==> src/rtl/fetch_pkg.sv <==
// Shared types and defaults for the instruction fetch unit.
package fetch_pkg;

  localparam int unsigned XLEN_DEFAULT      = 32;
  localparam logic [31:0] NOP_INSTR_DEFAULT = 32'h0000_0013;  // addi x0,x0,0

  typedef enum logic [2:0] {
    IDLE,  // single cycle that latches the PC
    REQ,   // request presented to instruction memory
    WAIT,  // request accepted, waiting for the response
    DROP,  // flushed while waiting, swallow the stale response
    HOLD   // instruction presented to decode
  } fetch_state_e;

endpackage

==> src/rtl/fetch_perf_ctr.sv <==
// Saturating event counter with synchronous active-low reset.
module fetch_perf_ctr #(
  parameter int unsigned Width = 32
) (
  input  logic             i_clk,
  input  logic             i_reset,
  input  logic             i_inc,
  output logic [Width-1:0] o_count
);

  logic [Width-1:0] count_q;

  // Count events, sticking at all-ones.
  always_ff @(posedge i_clk) begin
    if (!i_reset) begin
      count_q <= '0;
    end else if (i_inc && (count_q != '1)) begin
      count_q <= count_q + Width'(1);
    end
  end

  assign o_count = count_q;

endmodule

==> src/rtl/instr_fetch_unit.sv <==
// Instruction fetch unit: one memory request per PC, result handed to decode
// with valid/ready, PC held via o_pc_stall until the instruction is consumed.
// Optional performance counters are built when FETCH_PERF_EN is defined.
module instr_fetch_unit
  import fetch_pkg::*;
#(
  parameter int unsigned     XLEN      = XLEN_DEFAULT,
  parameter logic [XLEN-1:0] NOP_INSTR = XLEN'(NOP_INSTR_DEFAULT)
) (
  input  logic            i_clk,
  input  logic            i_reset,
  input  logic [XLEN-1:0] i_pc,
  input  logic            i_flush,
  output logic            o_imem_req_valid,
  output logic [XLEN-1:0] o_imem_req_addr,
  input  logic            i_imem_req_ready,
  input  logic            i_imem_rsp_valid,
  input  logic [XLEN-1:0] i_imem_rsp_data,
  input  logic            i_imem_rsp_err,
  output logic [XLEN-1:0] o_instr,
  output logic [XLEN-1:0] o_instr_pc,
  output logic            o_instr_valid,
  input  logic            i_instr_ready,
  output logic            o_fetch_fault,
`ifdef FETCH_PERF_EN
  output logic [31:0]     o_perf_fetch_cnt,
  output logic [31:0]     o_perf_stall_cnt,
`endif
  output logic            o_pc_stall
);

  fetch_state_e    state_q, state_d;
  logic [XLEN-1:0] addr_q, addr_d;
  logic [XLEN-1:0] instr_q, instr_d;
  logic [XLEN-1:0] instr_pc_q, instr_pc_d;
  logic            valid_q, valid_d;
  logic            fault_q, fault_d;
  logic            accept;

  // Flush outranks the decode handshake.
  assign accept = valid_q && i_instr_ready && !i_flush;

  // Next-state and datapath updates for the fetch FSM.
  always_comb begin
    state_d    = state_q;
    addr_d     = addr_q;
    instr_d    = instr_q;
    instr_pc_d = instr_pc_q;
    valid_d    = valid_q;
    fault_d    = fault_q;
    unique case (state_q)
      IDLE: begin
        addr_d  = i_pc;
        state_d = REQ;
      end
      REQ: begin
        if (i_flush) begin
          addr_d = i_pc;
        end else if (i_imem_req_ready) begin
          state_d = WAIT;
        end
      end
      WAIT: begin
        if (i_imem_rsp_valid) begin
          if (i_flush) begin
            addr_d  = i_pc;
            state_d = REQ;
          end else begin
            instr_d    = i_imem_rsp_err ? NOP_INSTR : i_imem_rsp_data;
            instr_pc_d = addr_q;
            fault_d    = i_imem_rsp_err;
            valid_d    = 1'b1;
            state_d    = HOLD;
          end
        end else if (i_flush) begin
          state_d = DROP;
        end
      end
      DROP: begin
        // Further flushes change nothing; the PC is sampled when the stale
        // response has gone by.
        if (i_imem_rsp_valid) begin
          addr_d  = i_pc;
          state_d = REQ;
        end
      end
      HOLD: begin
        if (i_flush) begin
          instr_d = NOP_INSTR;
          valid_d = 1'b0;
          fault_d = 1'b0;
          state_d = IDLE;
        end else if (accept) begin
          // PC advances on this edge; IDLE picks up the new value next cycle.
          valid_d = 1'b0;
          fault_d = 1'b0;
          state_d = IDLE;
        end
      end
      default: state_d = IDLE;
    endcase
  end

  // State and output registers with synchronous reset.
  always_ff @(posedge i_clk) begin
    if (!i_reset) begin
      state_q    <= IDLE;
      addr_q     <= '0;
      instr_q    <= NOP_INSTR;
      instr_pc_q <= '0;
      valid_q    <= 1'b0;
      fault_q    <= 1'b0;
    end else begin
      state_q    <= state_d;
      addr_q     <= addr_d;
      instr_q    <= instr_d;
      instr_pc_q <= instr_pc_d;
      valid_q    <= valid_d;
      fault_q    <= fault_d;
    end
  end

  assign o_imem_req_valid = (state_q == REQ);
  assign o_imem_req_addr  = addr_q;
  assign o_instr          = instr_q;
  assign o_instr_pc       = instr_pc_q;
  assign o_instr_valid    = valid_q;
  assign o_fetch_fault    = fault_q;
  assign o_pc_stall       = !accept;

`ifdef FETCH_PERF_EN
  logic stall_cycle;

  assign stall_cycle = (state_q == REQ) || (state_q == WAIT) || (state_q == DROP);

  fetch_perf_ctr #(
    .Width (32)
  ) u_fetch_cnt (
    .i_clk   (i_clk),
    .i_reset (i_reset),
    .i_inc   (accept),
    .o_count (o_perf_fetch_cnt)
  );

  fetch_perf_ctr #(
    .Width (32)
  ) u_stall_cnt (
    .i_clk   (i_clk),
    .i_reset (i_reset),
    .i_inc   (stall_cycle),
    .o_count (o_perf_stall_cnt)
  );
`endif

endmodule

==> config.mk <==
export PLATFORM = sky130hd
export DESIGN_NAME = instr_fetch_unit
export DESIGN_NICKNAME = d
export VERILOG_FILES = /design/src/rtl/fetch_pkg.sv /design/src/rtl/fetch_perf_ctr.sv /design/src/rtl/instr_fetch_unit.sv
export SDC_FILE = /design/constraint.sdc
export NUM_CORES = 1
export LEC_CHECK = 0
export BUFFER_PORTS_ARGS = -buffer_cell sky130_fd_sc_hd__buf_2
export CAP_MARGIN = 40
export CELL_PAD_IN_SITES_DETAIL_PLACEMENT = 1
export CELL_PAD_IN_SITES_GLOBAL_PLACEMENT = 1
export CORE_MARGIN = 1
export CORE_UTILIZATION = 35
export CTS_CLUSTER_SIZE = 16
export DETAILED_ROUTE_END_ITERATION = 10
export HOLD_SLACK_MARGIN = 0.15
export PLACE_DENSITY_LB_ADDON = 0.1
export SLEW_MARGIN = 30
export SYNTH_ARGS = -nofsm -noshare
export SYNTH_HDL_FRONTEND = slang
export SYNTH_HIERARCHICAL = 1
export SYNTH_SLANG_ARGS = --single-unit
==> constraint.sdc <==
create_clock -name i_clk -period 4.4 [get_ports i_clk]
set_input_delay 0.22 -clock i_clk [delete_from_list [all_inputs] [get_ports i_clk]]
set_output_delay 0.22 -clock i_clk [all_outputs]
set_load 0.01 [all_outputs]
* Yosys cells after proc, flatten, opt, wreduce, memory -nomap -nowiden *
Cells that the tools add are included.

word-level totals
  register bits after elaboration = 101
  input bits = 71
  output and inout port bits = 100
  word-level logic and storage cells = 57

operators by class
  eq/ne operators = 12
  multiplexer cells = 26
  bitwise gates (word level) = 1
  reduce and logical (&&, ||, !) cells = 12

operators with widths
  operator              count
  $mux W32              7
  $pmux W32 S4          1
  $pmux W32 S2          1
  $mux W3               8
  $pmux W3 S5           1
  $ne A2 B2 Y1 const B  5
  $reduce_and A4 Y1     2
  $eq A3 B2 Y1 const B  2
  $mux W1               6
  $ne A3 B3 Y1 const B  2
  $reduce_and A3 Y1     2
  $reduce_and A5 Y1     1
  $pmux W1 S2           2
  $reduce_bool A4 Y1    1
  $eq A3 B1 Y1 const B  1
  $eq A3 B3 Y1 const B  1
  $logic_not A3 Y1      1
  $logic_and A1 B1 Y1   2
  $logic_not A1 Y1      2
  $ne A2 B1 Y1 const B  1
  $reduce_bool A2 Y1    1
  $not A1 Y1            1

* Depth between registers and ports, before layout *
  word-level depth = 5
  depth in mapped cells = 6
  depth with buffers taken out = 3

* Least setup slack after synthesis *
No wires, ideal clock.

  kind = flip-flop to flip-flop
  start = register state_q[2]
  end = register instr_q[0], in the netlist o_instr[0]
  setup time = 127 ps
  data arrival time = 1475 ps
  data required time = 4273 ps
  path slack = 2797 ps
  cell stages (with the launch flop) = 6
  buffers on the path = 2
  period minus slack after synthesis = 1603 ps
  cells stage by stage = dfxtp_1 > or3b_1 > buf_6 > nor4b_4 > buf_6 > a22oi_1

on the way
  cells in the longest elaborated chain, start to end = 3
  elaborated cells between the ends (all ways) = 8
  those cells by class = eq/ne (5); mux (1); reduce/logical (2)

ends and longest elaborated chain
  what                                                                 line                     RTL
  start: declaration                                                   instr_fetch_unit.sv:32   fetch_state_e state_q, state_d;
  start signal: assignment                                             instr_fetch_unit.sv:114  state_q <= state_d;
  $eq A3 B2 Y1 or $eq A3 B3 Y1 (tied branches)                         instr_fetch_unit.sv:51   unique case (state_q)
  $ne A2 B2 Y1 (no source line) or $reduce_bool A2 Y1 (tied branches)  -
  $reduce_and A4 Y1 (no source line)                                   -
  end signal: assignment                                               instr_fetch_unit.sv:116  instr_q <= instr_d;
  end: declaration                                                     instr_fetch_unit.sv:34   logic [XLEN-1:0] instr_q, instr_d;

Parallel ways exist; a longest one is shown, timed or not.
A chain may end at the register's enable or synchronous reset.

* Final worst setup path *
  start = register state_q[2]
  end = register instr_q[24], in the netlist o_instr[24]

The elaborated chain is that of the path after synthesis.

==> metrics.sh <==
SYNTH.FF_LATCH_COUNT=101
STDCELL_AREA_MM2=0.00556
FIN_TOTAL_PWR_W=0.00173
MAXSLEWVIOLCOUNT=0
CTS_RESIZED=0
TIMING.RR.START='state_q[2]'
DETAIL_ROUTE_ANTENNA_NETS=0
VIAS_IN_THE_FIRST_GLOBAL_ROUTE=3884
MAXSLEWHEADROOM=0.536
DRT_ITER0_DRC=107
SYNTH.DISTINCT_CELLS=31
NUMBER_OF_FLOPS_MAPPED_TO_ENABLE_CELLS_BY_YOSYS=0
LEAKAGE_nW=2.66
DRC_ERRORS=0
FMAX_GHz=0.467
LIBRARY_CELL_WITH_THE_HIGHEST_INSTANCE_COUNT_AFTER_SYNTHESIS='sky130_fd_sc_hd__dfxtp_1'
SYNTH_WARNINGS=6
FLOORPLAN.INITIALDENSITY=0.365
POSTPLACECELLAREA_MM2=0.00474
CTS_ROOT_BUF='sky130_fd_sc_hd__clkbuf_8'
NUM_IO_PINS=171
DRV.MAX_CAP_VIOLATION_COUNT=0
SYNTH_NETS=475
VIASPERCELL=4.94
NUM-NETS-FINAL=690
NUMPLACEDINSTANCES=679
SYNTH.CELL_AREA_MM2=0.00382
CP_DATA_REQUIRED_TIME_PS=4700
PORT-BUFFER-COUNT=170
N_ANTENNA_CELL=0
NETLIST_TOP_CELLS_COUNT='101 x sky130_fd_sc_hd__dfxtp_1, 68 x sky130_fd_sc_hd__nand2_1, 37 x sky130_fd_sc_hd__a21oi_1, 33 x sky130_fd_sc_hd__nand3_1'
DETAILROUTE.VIA_COUNT=3750
GRT_USE_TOTAL=0.210
CORE-AREA_MM2=0.0105
CTS.SINK_COUNT=101
COMBINATIONAL_FAMILY_WITH_THE_MOST_AREA_AFTER_SYNTHESIS='compound AO/OA/AOI/OAI gates'
DRIVE_ABOVE_1_SHARE=0.355
GRT_MAX_DEGREE=70
SYNTHADDERAREAFRAC=0
TRITONCTS='done'
PORTION_OF_THE_POST_SYNTHESIS_AREA_USED_BY_SEQUENTIAL_ELEMENTS=0.530
LAYOUT-AREA-OVERHEAD-VS-SYNTH_PCT=45.7
FINAL.FILL_COUNT=1269
GLOBALROUTEOVERFLOWTOTAL=0
CP.ARRIVAL_PS=2450
FF2FF_SETUP_SLACK_PS=2260
GRT_FIRST_PASS_WIRELENGTH_UM=18900
CTS-ROOT-TO-SINK-BUFFERS=2
DIEAREA_MM2=0.0113
SYNTH_TOP_CELL_BY_AREA='sky130_fd_sc_hd__dfxtp_1'
FINAL.SETUP.TNS_PS=0
INSERTION_DELAY_PS=360
SYNTH_TOP_CELL_AREA_SHARE=0.530
SYNTH_TOP_CELLS_BY_AREA='sky130_fd_sc_hd__dfxtp_1 53%, sky130_fd_sc_hd__mux2i_1 8.4%, sky130_fd_sc_hd__nand2_1 6.7%'
SETUP_VIOLATIONS=0
DRT-PASS1-ITER-COUNT=4
MUXSHAREOFSYNTHAREA=0.0839
POWER_DENSITY_mW_PER_MM2=312
SYNTH_AREA_IN_COMPOUND_GATES=0.179
CLOCK-SKEW-FINAL_PS=11.2
HOLD_PATH_CLASS='primary input to flip-flop'
ROUTE.FINAL.WIRE_LENGTH_UM=11700
RSZ_0062_RAISED_AFTER_GLOBAL_ROUTING='false'
R2R.WORST_PATH.CELLS=4
WORSTHOLDPATHCELLS=3
CHIPHEIGHT_UM=106
FINALNONFILLERCELLS=759
SYNTHFLOPTYPE='sky130_fd_sc_hd__dfxtp_1'
DPL.HPWL_UM=7190
SYN-INSTANCE-COUNT=404
ROUTEDWLPERCELL_UM=15.4
NUMBER_OF_ROWS_IN_THE_CORE_AREA=37
CLKTRANSATPATHREGS_PS=90
AREA_FRACTION_IN_AND_OR_NAND_AND_NOR_CELLS_AFTER_SYNTHESIS=0.146
YOSYS.AREA_SHARE.XOR_XNOR=0.00230
OUTCOME='finished, final reports clean'
GP_CONGESTION=0.702
WORST_HOLD_PATH.ENDPOINT='state_q[0]'
DIE_W_UM=106
CRITPATHMAXFANOUT=34
ANTENNA_VIOLATIONS_BEFORE_REPAIR=0
LAUNCHING_ELEMENT_TYPE_OF_THE_CRITICAL_PATH='flip-flop'
LEVEL_COUNT_OF_THE_CLOCK_H_TREE=3
POSTSYNTHAREAPERCELL_UM2=9.45
CTS_INSERTED_BUFFERS=9
REG2REG_TO='o_instr[24]'
POST-ROUTE-PERIOD-UTIL=0.487
IR_DROP_mV=0.140
FINALWORSTPATHREQUIREDPERIOD_PS=2140
WORSTMARGINPINSLEW_PS=695
SETUP.WORST_PATH.END_CLASS='flip-flop'
HOLD_VIOLATIONS=0
TIMING.SETUP.CRITICAL_PATH_CLASS='flip-flop to flip-flop'
MIN-DELAY-START='i_flush'
ASYNCSETRESETFLOPFRACSYNTH=0
## final cells by class
cell class                      instances  area [um^2]  area share
Clock buffer                           11          141      0.0254
Inverter                                9         33.8     0.00608
Clock inverter                          4         32.5     0.00585
Tap cell                              136          170      0.0306
Sequential cell                       101         2020       0.364
Timing Repair Buffer                  242         1560       0.281
Multi-Input combinational cell        256         1600       0.288
## repair_timing
item	4_1_cts	5_1_grt
endpoints found under the hold margin	65	0
hold buffers	65	0
buffers inserted	0	0
## where the power goes
part	switching, W	internal (W)	leakage (nW)	total (W)
Sequential	0.0000241	0.000941	0.822	0.000966
Clock	0.000318	0.000223	0.0824	0.000540
Combinational	0.000111	0.000117	1.76	0.000228
Total	0.000453	0.00128	2.66	0.00173
## worst max-delay path, stage by stage, from the launching register on
cell	delay (ps)
sky130_fd_sc_hd__dfxtp_1	370
sky130_fd_sc_hd__or3b_2	790
sky130_fd_sc_hd__nor4b_4	340
sky130_fd_sc_hd__buf_4	360
sky130_fd_sc_hd__a22o_1	210
## state kept, by name, summed over array words and instances, names as in the netlist
| signal | count |
|---|---|
| o_fetch_fault | 1 |
| o_imem_req_addr | 32 |
| o_instr | 32 |
| o_instr_pc | 32 |
| o_instr_valid | 1 |
| state_q | 3 |
## worst max path at each step
stage,start,end,cells after the start
floorplan,state_q[2],o_instr[0],5
global route,state_q[2],o_instr[1],4
detailed placement,state_q[2],o_instr[4],4
global placement,i_flush,o_instr[1],5
CTS,state_q[2],o_instr[24],4
finish,state_q[2],o_instr[24],4
## layer usage
layer	vias up	part of all wire	GRT usage
met5	-	0	0
met4	0	0.0075	0.0528
met3	9	0.051	0.0527
met2	101	0.51	0.389
met1	1805	0.43	0.239
li1	1835	-	-
## cell families after synthesis
kind of cell | after synthesis
AOI/OAI and AO/OA | 105
buffers and inverters | 47
muxes | 32
DFF | 101
and+or+nand+nor | 118
xor gates and xnor gates | 1
## per-stage QoR
step | worst slack [ps] | hold slack (ps) | utilization
6_report | 2260 | 194 | 0.531
5_1_grt | 2160 | 199 | 0.531
4_1_cts | 2260 | 187 | 0.531
3_5_place_dp | 2260 | 442 | 0.453
3_3_place_gp | 2130 | 438 | 0.450
2_1_floorplan | 2800 | 353 | -
## placed cells by master (no fill, tap or decap), drive strengths merged
| cell type | count |
|---|---|
| clkbuf | 11 |
| o21ai | 32 |
| nor2b | 1 |
| and3b | 1 |
| or3b | 1 |
| clkinvlp | 2 |
| mux2i | 32 |
| nand2b | 4 |
| o41ai | 1 |
| nor4 | 1 |
| or4b | 1 |
| nor3b | 2 |
| nor4b | 1 |
| nor2 | 2 |
| nand3b | 1 |
| nand2 | 68 |
| a22oi | 3 |
| a22o | 29 |
| a21oi | 37 |
| xnor2 | 1 |
| clkinv | 1 |
| nand3 | 33 |
| buf | 177 |
| dfxtp | 101 |
| o211a | 1 |
| nand4 | 1 |
| o31ai | 2 |
| inv | 10 |
| dlygate4sd3 | 65 |
| nor4bb | 1 |
Note: power is estimated with default switching activity, not from simulation.
